## src/rtl/bep_frame_sync.sv

```systemverilog
// bep_frame_sync: hunts the decoded Manchester bit stream for a sync word,
// then forwards a fixed number of payload bits as single-cycle strobes with
// frame-begin / frame-end / frame-abort status pulses.
// Optional feature macro: BEP_FRAME_CRC_EN (adds a trailing CRC-8 field,
// poly 0x07, init 0x00, MSB first, checked against the payload).
module bep_frame_sync #(
  parameter logic [7:0] SYNC_WORD      = 8'hAB,
  parameter int         SYNC_WIDTH     = 8,
  parameter int         PAYLOAD_BITS   = 64,
  parameter int         TIMEOUT_CYCLES = 1023
) (
  input  logic       clock,
  input  logic       reset,
  input  logic       enable,
  input  logic       serial_clock,
  input  logic       serial_data,
  output logic       frame_begin,
  output logic       in_frame,
  output logic       bit_valid,
  output logic       bit_data,
  output logic [7:0] bit_count,
  output logic       frame_end,
  output logic       frame_abort,
  output logic       crc_ok
);

  localparam int          IW           = $clog2(TIMEOUT_CYCLES + 1);
  localparam logic [1:0]  ST_HUNT      = 2'd0;
  localparam logic [1:0]  ST_PAYLOAD   = 2'd1;
  localparam logic [1:0]  ST_CRC       = 2'd2;
  localparam logic [7:0]  PAYLOAD_LAST = 8'(PAYLOAD_BITS);
  localparam logic [7:0]  SYNC_FILL    = 8'(SYNC_WIDTH);
  localparam logic [7:0]  SYNC_MASK    = 8'((16'h0001 << SYNC_WIDTH) - 16'h0001);
  localparam logic [IW-1:0] TIMEOUT_LAST = IW'(TIMEOUT_CYCLES);

  logic          serial_clock_q, serial_clock_d;
  logic [1:0]    state_q, state_d;
  logic [7:0]    sync_q, sync_d;
  logic [7:0]    fill_q, fill_d;
  logic [IW-1:0] idle_q, idle_d;
  logic [7:0]    bit_count_q, bit_count_d;
  logic          frame_begin_q, frame_begin_d;
  logic          in_frame_q, in_frame_d;
  logic          bit_valid_q, bit_valid_d;
  logic          bit_data_q, bit_data_d;
  logic          frame_end_q, frame_end_d;
  logic          frame_abort_q, frame_abort_d;

  logic          edge_s;
  logic          busy_s;
  logic [7:0]    sync_shift_s;
  logic [7:0]    fill_inc_s;

`ifdef BEP_FRAME_CRC_EN
  logic [7:0]    crc_q, crc_d;
  logic [7:0]    crc_rx_q, crc_rx_d;
  logic [2:0]    crc_cnt_q, crc_cnt_d;
  logic          crc_ok_q, crc_ok_d;
  logic [7:0]    crc_rx_shift_s;

  // One MSB-first CRC-8 step, polynomial x^8 + x^2 + x + 1.
  function automatic logic [7:0] crc8_step(input logic [7:0] crc, input logic bit_in);
    logic fb;
    fb = crc[7] ^ bit_in;
    return fb ? ({crc[6:0], 1'b0} ^ 8'h07) : {crc[6:0], 1'b0};
  endfunction
`endif

  // Next-state logic: edge detect, hunt / payload / CRC sequencing and timeout.
  always_comb begin
    serial_clock_d = enable ? serial_clock : serial_clock_q;
    edge_s         = serial_clock & ~serial_clock_q & enable;
    busy_s         = (state_q == ST_PAYLOAD) || (state_q == ST_CRC);
    sync_shift_s   = {sync_q[6:0], serial_data};
    fill_inc_s     = (fill_q == 8'hFF) ? fill_q : (fill_q + 8'd1);

    state_d       = state_q;
    sync_d        = sync_q;
    fill_d        = fill_q;
    idle_d        = idle_q;
    bit_count_d   = bit_count_q;
    bit_data_d    = bit_data_q;
    frame_begin_d = 1'b0;
    bit_valid_d   = 1'b0;
    frame_end_d   = 1'b0;
    frame_abort_d = 1'b0;
`ifdef BEP_FRAME_CRC_EN
    crc_d          = crc_q;
    crc_rx_d       = crc_rx_q;
    crc_cnt_d      = crc_cnt_q;
    crc_ok_d       = crc_ok_q;
    crc_rx_shift_s = {crc_rx_q[6:0], serial_data};
`endif

    case (state_q)
      ST_HUNT: begin
        if (edge_s) begin
          sync_d = sync_shift_s;
          fill_d = fill_inc_s;
          if ((fill_inc_s >= SYNC_FILL) &&
              ((sync_shift_s & SYNC_MASK) == (SYNC_WORD & SYNC_MASK))) begin
            frame_begin_d = 1'b1;
            bit_count_d   = 8'd0;
            state_d       = ST_PAYLOAD;
            sync_d        = 8'd0;
            fill_d        = 8'd0;
`ifdef BEP_FRAME_CRC_EN
            crc_d         = 8'h00;
`endif
          end else begin
            state_d = ST_HUNT;
          end
        end else begin
          state_d = ST_HUNT;
        end
      end
      ST_PAYLOAD: begin
        if (edge_s) begin
          bit_valid_d = 1'b1;
          bit_data_d  = serial_data;
          bit_count_d = bit_count_q + 8'd1;
`ifdef BEP_FRAME_CRC_EN
          crc_d       = crc8_step(crc_q, serial_data);
`endif
          if ((bit_count_q + 8'd1) == PAYLOAD_LAST) begin
`ifdef BEP_FRAME_CRC_EN
            state_d   = ST_CRC;
            crc_cnt_d = 3'd0;
`else
            frame_end_d = 1'b1;
            state_d     = ST_HUNT;
`endif
          end else begin
            state_d = ST_PAYLOAD;
          end
        end else begin
          state_d = ST_PAYLOAD;
        end
      end
`ifdef BEP_FRAME_CRC_EN
      ST_CRC: begin
        if (edge_s) begin
          crc_rx_d  = crc_rx_shift_s;
          crc_cnt_d = crc_cnt_q + 3'd1;
          if (crc_cnt_q == 3'd7) begin
            crc_ok_d    = (crc_rx_shift_s == crc_q);
            frame_end_d = 1'b1;
            state_d     = ST_HUNT;
          end else begin
            state_d = ST_CRC;
          end
        end else begin
          state_d = ST_CRC;
        end
      end
`endif
      default: begin
        state_d = ST_HUNT;
      end
    endcase

    // Idle timeout: counts only while enabled inside a frame with no edge;
    // an edge in the expiry cycle takes priority and clears the count.
    if (busy_s && enable && !edge_s) begin
      if ((idle_q + IW'(1)) == TIMEOUT_LAST) begin
        frame_abort_d = 1'b1;
        state_d       = ST_HUNT;
        idle_d        = '0;
      end else begin
        idle_d = idle_q + IW'(1);
      end
    end else if (busy_s && !enable) begin
      idle_d = idle_q;
    end else begin
      idle_d = '0;
    end

    // Any return to HUNT starts the sync search from scratch.
    if (busy_s && (state_d == ST_HUNT)) begin
      sync_d = 8'd0;
      fill_d = 8'd0;
    end else begin
      sync_d = sync_d;
    end

    in_frame_d = (state_d == ST_PAYLOAD) || (state_d == ST_CRC);
  end

  // State and registered outputs.
  always_ff @(posedge clock or posedge reset) begin
    if (reset) begin
      serial_clock_q <= 1'b0;
      state_q        <= ST_HUNT;
      sync_q         <= 8'd0;
      fill_q         <= 8'd0;
      idle_q         <= '0;
      bit_count_q    <= 8'd0;
      frame_begin_q  <= 1'b0;
      in_frame_q     <= 1'b0;
      bit_valid_q    <= 1'b0;
      bit_data_q     <= 1'b0;
      frame_end_q    <= 1'b0;
      frame_abort_q  <= 1'b0;
    end else begin
      serial_clock_q <= serial_clock_d;
      state_q        <= state_d;
      sync_q         <= sync_d;
      fill_q         <= fill_d;
      idle_q         <= idle_d;
      bit_count_q    <= bit_count_d;
      frame_begin_q  <= frame_begin_d;
      in_frame_q     <= in_frame_d;
      bit_valid_q    <= bit_valid_d;
      bit_data_q     <= bit_data_d;
      frame_end_q    <= frame_end_d;
      frame_abort_q  <= frame_abort_d;
    end
  end

`ifdef BEP_FRAME_CRC_EN
  // CRC accumulator, received-CRC shifter and result.
  always_ff @(posedge clock or posedge reset) begin
    if (reset) begin
      crc_q     <= 8'h00;
      crc_rx_q  <= 8'h00;
      crc_cnt_q <= 3'd0;
      crc_ok_q  <= 1'b0;
    end else begin
      crc_q     <= crc_d;
      crc_rx_q  <= crc_rx_d;
      crc_cnt_q <= crc_cnt_d;
      crc_ok_q  <= crc_ok_d;
    end
  end

  assign crc_ok = crc_ok_q;
`else
  assign crc_ok = 1'b1;
`endif

  assign frame_begin = frame_begin_q;
  assign in_frame    = in_frame_q;
  assign bit_valid   = bit_valid_q;
  assign bit_data    = bit_data_q;
  assign bit_count   = bit_count_q;
  assign frame_end   = frame_end_q;
  assign frame_abort = frame_abort_q;

endmodule
```

## config.mk

```make
export PLATFORM = sky130hd
export DESIGN_NAME = bep_frame_sync
export DESIGN_NICKNAME = d
export VERILOG_FILES = /design/src/rtl/bep_frame_sync.sv
export SDC_FILE = /design/constraint.sdc
export NUM_CORES = 1
export LEC_CHECK = 0
export ABC_CLOCK_PERIOD_IN_PS = 3250
export CAP_MARGIN = 30
export CORE_MARGIN = 4
export CORE_UTILIZATION = 32
export CTS_CLUSTER_SIZE = 28
export DETAILED_ROUTE_END_ITERATION = 7
export DONT_BUFFER_PORTS = 1
export GPL_TIMING_DRIVEN = 0
export SYNTH_ARGS = -nofsm -noshare
export SYNTH_HDL_FRONTEND = slang
export SYNTH_SLANG_ARGS = --single-unit
```

## constraint.sdc

```tcl
create_clock -name clock -period 3.25 [get_ports clock]
set_input_delay 0.975 -clock clock [delete_from_list [all_inputs] [get_ports clock]]
set_output_delay 0.975 -clock clock [all_outputs]
set_load 0.02 [all_outputs]
```

==> results of run 1 <==
==> critical path: cells and delay by family, from the launching register on <==
| family | cells | cell delay, ns |
|---|---|---|
| fa+ha+maj | 1 | 0.28 |
| flops | 1 | 0.47 |
| compound gates | 3 | 0.71 |
| simple gates | 3 | 0.96 |
==> worst paths after layout <==
| path | from | to | slack [ns] | cells past startpoint |
|---|---|---|---|---|
| setup / recovery | idle_q[1]$_DFFE_PP0P_ | fill_q[7]$_DFFE_PP0P_ | 0.71 | 7 |
| hold / removal | idle_q[9]$_DFFE_PP0P_ | idle_q[9]$_DFFE_PP0P_ | 0.50 | 2 |
| setup reg to reg | idle_q[1]$_DFFE_PP0P_ | fill_q[7]$_DFFE_PP0P_ | 0.71 | 7 |
| hold reg to reg | idle_q[9]$_DFFE_PP0P_ | idle_q[9]$_DFFE_PP0P_ | 0.50 | 2 |
| max in group asynchronous | reset | bit_count[5]$_DFFE_PP0P_ | 1.99 | 1 |
| min in group asynchronous | reset | fill_q[4]$_DFFE_PP0P_ | 0.73 | 1 |
==> flip-flops by register name (all words and copies together), names as in the netlist <==
signal,cells
bit_data,1
bit_count,8
serial_clock_q,1
frame_begin,1
in_frame,1
fill_q,8
bit_valid,1
frame_abort,1
idle_q,10
frame_end,1
sync_q,7
==> through the flow <==
| stage | hold WS [ns] | total power [uW] | worst slack [ns] |
|---|---|---|---|
| after global placement | 0.482 | 821 | 0.729 |
| after detailed placement | 0.489 | 824 | 0.738 |
| final | 0.502 | 1150 | 0.712 |
| after CTS | 0.507 | 1170 | 0.726 |
| after global routing | 0.524 | 1230 | 0.593 |
| after floorplan | 0.458 | 777 | 0.908 |
==> cell type report <==
| class | count | share of cell area, % |
|---|---|---|
| Multi-Input combinational cell | 193 | 48.2 |
| Sequential cell | 40 | 37.9 |
| Tap cell | 99 | 4.69 |
| Buffer | 13 | 3.46 |
| Clock buffer | 6 | 3.13 |
| Inverter | 15 | 2.32 |
| Clock inverter | 2 | 0.379 |
==> metal layers <==
metal / vias up / wire length (um) / part of all wire, %
li1: 976 / - / -
met1: 953 / 2560 / 49
met2: 32 / 2380 / 46
met3: 5 / 216 / 4.2
met4: 0 / 44 / 0.85
met5: - / 0 / 0
==> cells in the mapped netlist, types with 3 or more instances <==
master     instances
a21o_1             3
a21oi_1           17
a22o_1             6
a31oi_1            4
a41oi_1            4
and3_1             3
buf_6              3
clkbuf_1           4
dfrtp_1           40
ha_1               5
inv_1             13
mux2i_1            5
nand2_1           26
nand2b_1           4
nand3_1           12
nand3b_1           3
nand4_1            6
nor2_1            13
nor3_1            10
o21ai_0           18
o2bb2ai_1          3
xnor2_1            6
==> cell families after synthesis <==
group / Yosys count / synth area share [%]
compound gates: 77 / 22.5
xor+xnor: 8 / 2.89
fa+ha+maj: 5 / 2.58
buf+inv: 28 / 6.29
flops: 40 / 41.3
mux: 6 / 2.53
other cells: 1 / 0.155
simple gates: 96 / 21.8
==> report_power, final <==
group / internal [uW] / total (uW) / switching [uW]
Sequential: 537 / 628 / 90.8
Clock: 169 / 341 / 172
Combinational: 74.6 / 184 / 109
==> reports/qor.csv, run 1 <==
stage;metric;value;unit
global_route;first-pass GRT wire length;8960;um
global_route;vias in the first global route;1843;
clocking;post_cts resized;0;
floorplan;die width;95.1;um
cells_and_area;Multi-input gate area;0.00127;mm2
route;Residual DRC;0;
worst_setup_path;crit path DAT;2.71;ns
place;placed cell area;0.00255;mm2
worst_setup_path;critical path class;register to register;
logic_synthesis;#FFs+latches synth;40;
logic_synthesis;dominant synthesized flop cell;dfrtp_1;
global_route;initial antenna violation count;0;
logic_synthesis;ranking of synthesized cells by area;dfrtp_1 (41%), nand2_1 (4.0%), o21ai_0 (3.7%), a21oi_1 (3.5%), ha_1 (2.6%);
cells_and_area;fillers;782;
global_route;Overall Global Routing Usage;12.5;%
route;number of DRC markers in iteration 0;81;
logic_synthesis;Gate Count Post-Synth;261;
logic_synthesis;register area share after synthesis;41.3;%
global_route;met1 Use GR;17.3;%
worst_setup_path;crit path launch type;register;
logic_synthesis;top cell type's share of synthesized area;41.3;%
floorplan;die height;95.1;um
cells_and_area;FF+latch area;0.00100;mm2
floorplan;Core Area;0.00729;mm2
route;WL/cell;14.1;um
cells_and_area;fraction of layout cells with a size suffix above 1;12.6;%
worst_setup_path;slowest cell on the critical path;or4_4;
timing;relative slew slack;43.4;%
floorplan;num rows;31;
clocking;H-tree depth;2;
cells_and_area;fin area;0.00264;mm2
place;Placer Congestion;0.850;
floorplan;# IOs;20;
worst_setup_path;crit path capture type;register;
logic_synthesis;warnings from Yosys;0;
worst_setup_path;largest fanout on the critical path;9;
cells_and_area;Final nets;278;
route;Vias;1966;
global_route;largest net degree at the start of global routing;41;
global_route;met3 GRT Util;3.31;%
logic_synthesis;Avg Inst Size Synth;9.30;um2
place;DP HPWL;3740;um
logic_synthesis;fraction of registers with async set/reset;100;%
timing;Final setup viols;0;
route;post-route ant nets;0;
clocking;Post-CTS Hold Buffers;0;
cells_and_area;Area Overhead vs Synth;8.92;%
clocking;CTS clk-pin slew, worst paths;0.08;ns
clocking;cts bufs inserted;5;
power;worst vdd ir;0.259;mV
timing;worst slew pin tran;0.847;ns
floorplan;Starting Density;33.3;%
timing;RSZ-0062 raised after global routing;false;
worst_setup_path;CP cell instances;ha_1 -> and3_4 -> o22a_1 -> a2111o_1 -> or4_4 -> nand3b_1 -> a21oi_1;
clocking;clk_lat worst skew;0.29;ns
hold_path;Min-Delay Path Class;register to register;
timing;clk_skew;0.00659;ns
global_route;met2 Resource Use GR;19.1;%
clocking;CTS sink cnt;40;
logic_synthesis;area leader, netlist;dfrtp_1;
timing;setup TNS;0;ns
floorplan;die area;0.00904;mm2
worst_setup_path;slowest cell delay on critical path;0.49;ns
global_route;GR Overflow Total;0;
route;drt total wl;5190;um
clocking;Root Buffer;clkbuf_8;
timing;final worst path period share;78.1;%
timing;Final min period;2.54;ns
cells_and_area;commonest non-fill, non-tap cell in the layout;dfrtp_1;
clocking;CTS tree;done;
timing;Fmax achieved;394;MHz
worst_setup_path;Worst Path Required;3.42;ns
place;# port buffers;0;
timing;final slew viol count;0;
route;vias per cell;5.34;
timing;Final Hold Violating Endpoints;0;
logic_synthesis;synthesized area;0.00243;mm2
route;DR pass1 iterations;4;
run;Max Cap Viol;0;
cells_and_area;most frequent cells in the layout;dfrtp_1 (40), nand2_1 (26), o21ai_0 (18);
logic_synthesis;Synth Net Count;271;
outcome;status;finished, final reports clean;
global_route;most used routing layer in global routing;met2;
clocking;CTS Buffer Depth;2;
cells_and_area;Finished Layout Cells;368;
clocking;Post-CTS Setup Inserts;0;
cells_and_area;n_diodes;0;
power;PD cells;436;mW/mm2
logic_synthesis;synth unique cells;66;
cells_and_area;Core Util, Final;36.2;%
logic_synthesis;number of flops mapped to enable cells by yosys;0;
power;P_leak;0.00111;uW
place;Inst Count DP;360;
No activity file was read; power rests on OpenSTA's default activity.
==> inputs of run 2 (changes only) <==
ABC_CLOCK_PERIOD_IN_PS = 2100   (was 3250)
clock period = 2.1 ns   (was 3.25 ns; I/O delays follow)
==> run 2 against run 1 <==
Net effect:
- critical path depth unchanged
- sequential share of layout area fell by 2.6 points
- combinational power increased by 84%
- largest power group unchanged
- final cell count up 3.3%
- non-clock buffer count up 12
- highest routed layer unchanged
- register-to-register slack lost 0.94 ns
- the flow now finishes with violations (negative setup slack)
- flip-flop and latch count stayed put
- maximum frequency grew 9.0%
- sequential power rose by 55%
- clock skew down 0.0024 ns
- critical path type unchanged
- utilization is 2.8 points higher
- first-iteration DRC count decreased by 2.5%
==> reports/qor.csv, run 2 (synthesis gave the netlist of run 1 again) <==
stage;metric;value;unit;change
route;post-route ant nets;0;;unchanged
power;total chip power;1940;uW;+68%
timing;Final setup viols;24;;+24
clocking;cts bufs inserted;5;;unchanged
cells_and_area;commonest non-fill, non-tap cell in the layout;dfrtp_1;;
worst_setup_path;critical path class;register to register;;
clocking;Root Buffer;clkbuf_8;;
route;Vias;1979;;+0.66%
cells_and_area;fraction of layout cells with a size suffix above 1;21.4;%;+8.7 points
global_route;first-pass GRT wire length;9450;um;+5.4%
floorplan;die width;95.1;um;unchanged
worst_setup_path;slowest cell on the critical path;or4_4;;
worst_setup_path;crit path capture type;register;;
global_route;initial antenna violation count;0;;unchanged
timing;relative slew slack;43.1;%;-0.32 points
clocking;CTS tree;done;;
route;drt total wl;5410;um;+4.1%
timing;RSZ-0062 raised after global routing;true;;
outcome;status;complete, but fails checks;;
place;DP HPWL;3720;um;-0.40%
timing;setup TNS;-3.94;ns;-3.94 ns
clocking;CTS clk-pin slew, worst paths;0.08;ns;about the same
timing;final slew viol count;0;;unchanged
cells_and_area;Final nets;290;;+4.3%
route;WL/cell;14.2;um;+0.78%
floorplan;die area;0.00904;mm2;unchanged
worst_setup_path;WP buf/inv;0;;unchanged
global_route;vias in the first global route;1936;;+5.0%
clocking;clk_lat worst skew;0.29;ns;about the same
clocking;CTS Buffer Depth;2;;unchanged
worst_setup_path;CP cell instances;ha_4 -> and3_4 -> o22a_1 -> a2111o_1 -> or4_4 -> nand3b_1 -> a21oi_1;;
route;number of DRC markers in iteration 0;79;;-2.5%
place;# port buffers;0;;unchanged
floorplan;Starting Density;33.3;%;unchanged
cells_and_area;fillers;741;;-5.2%
timing;Final min period;2.33;ns;-0.209 ns
worst_setup_path;largest fanout on the critical path;6;;-3
worst_setup_path;Largest delay share family, worst path;simple AND/OR/NAND/NOR gates;;
timing;setup ws final;-0.229;ns;-0.941 ns
route;DR pass1 iterations;4;;unchanged
timing;worst slew pin tran;0.852;ns;+0.00479 ns
route;vias per cell;5.21;;-2.5%
hold_path;Min-Delay Path Class;input port to asynchronous set/reset pin;;
timing;Final Hold Violating Endpoints;0;;unchanged
floorplan;Core Area;0.00729;mm2;unchanged
worst_setup_path;Worst Path Required;2.27;ns;-1.15 ns
worst_setup_path;crit path DAT;2.50;ns;-0.21 ns
cells_and_area;max FFs per register;10;;unchanged
cells_and_area;most frequent cells in the layout;dfrtp_1 (38), nand2_1 (26), a21oi_1 (16);;
run;Max Cap Viol;0;;unchanged
worst_setup_path;slowest cell delay on critical path;0.48;ns;about the same
floorplan;die height;95.1;um;unchanged
clocking;CTS sink cnt;40;;unchanged
power;P_leak;0.00121;uW;+8.4%
floorplan;num rows;31;;unchanged
timing;clk_skew;0.00423;ns;-0.00236 ns
power;worst vdd ir;0.249;mV;-4.1%
global_route;largest net degree at the start of global routing;41;;unchanged
global_route;Overall Global Routing Usage;13.2;%;+0.76 points
route;Residual DRC;0;;unchanged
timing;final worst path period share;111;%;+33 points
worst_setup_path;crit path launch type;register;;
clocking;H-tree depth;2;;unchanged
global_route;GR Overflow Total;0;;unchanged
outcome;failing checks;negative setup slack;;
place;Placer Congestion;0.835;;-1.8%
floorplan;# IOs;20;;unchanged
power;PD cells;681;mW/mm2;+56%
cells_and_area;Area Overhead vs Synth;17.3;%;
timing;Fmax achieved;429;MHz;+9.0%
cells_and_area;register with the most flip-flops;idle_q;;
cells_and_area;n_diodes;0;;unchanged
-- run 2: cell types whose count changed in the layout (fill, tap and decap cells not counted), sizes merged --
| cell | change |
|---|---|
| buf | +11 |
| bufinv | +1 |
| clkbuf | +1 |
| clkinv | -1 |
-- run 2: final cells by class --
cell class                      instances  area (um2)  area share, %
Sequential cell                        40        1000           35.3
Clock inverter                          2        35.0           1.23
Tap cell                               99         124           4.35
Clock buffer                            6        72.6           2.55
Multi-Input combinational cell        193        1350           47.3
Buffer                                 13        96.3           3.38
Inverter                               15        62.6           2.20
Timing Repair Buffer                   12         105           3.69
-- run 2: power by group --
part | total [uW] | switching [uW] | internal (uW)
registers | 971 | 139 | 832
logic | 339 | 191 | 149
clock network | 627 | 274 | 353
total | 1940 | 603 | 1330
-- run 2: per-stage QoR --
step / setup WS (ns) / utilization, % / std cells / cell area (um2) / hold WS [ns]
2_1_floorplan: -0.0688 / - / 261 / 2440 / 0.458
3_3_place_gp: -0.233 / 35.2 / 360 / 2560 / 0.478
3_5_place_dp: -0.252 / 35.2 / 360 / 2560 / 0.489
6_report: -0.229 / 39.0 / 380 / 2850 / 0.386
4_1_cts: -0.201 / 38.0 / 377 / 2770 / 0.426
5_1_grt: -0.301 / 39.0 / 380 / 2850 / 0.444
-- run 2: path summary, 6_finish.rpt --
path,startpoint,end,slack (ns),cells past startpoint
worst max-delay path,idle_q[1]$_DFFE_PP0P_,fill_q[4]$_DFFE_PP0P_,-0.23,7
worst min-delay path,reset,sync_q[1]$_DFFE_PP0P_,0.39,1
worst max register to register,idle_q[1]$_DFFE_PP0P_,fill_q[4]$_DFFE_PP0P_,-0.23,7
worst min register to register,sync_q[6]$_DFFE_PP0P_,sync_q[6]$_DFFE_PP0P_,0.50,1
max in group asynchronous,reset,fill_q[1]$_DFFE_PP0P_,1.13,1
min in group clock,serial_data,bit_data$_DFFE_PP0P_,0.44,2
-- run 2: metal layers --
layer	track usage, %	part of all wire (%)	wire, um
met5	0	0	0
met4	4.21	1.8	99
met3	3.24	3.9	209
met2	20.6	46	2480
met1	18.1	48	2620
-- run 2: what timing repair did --
| item | in CTS | in global routing |
|---|---|---|
| pin swaps | 7 | 3 |
| hold buffers | 0 | 0 |
| buffers inserted | 9 | 3 |
| resized for setup | 10 | 20 |
| endpoints found under the setup margin | 34 | 34 |
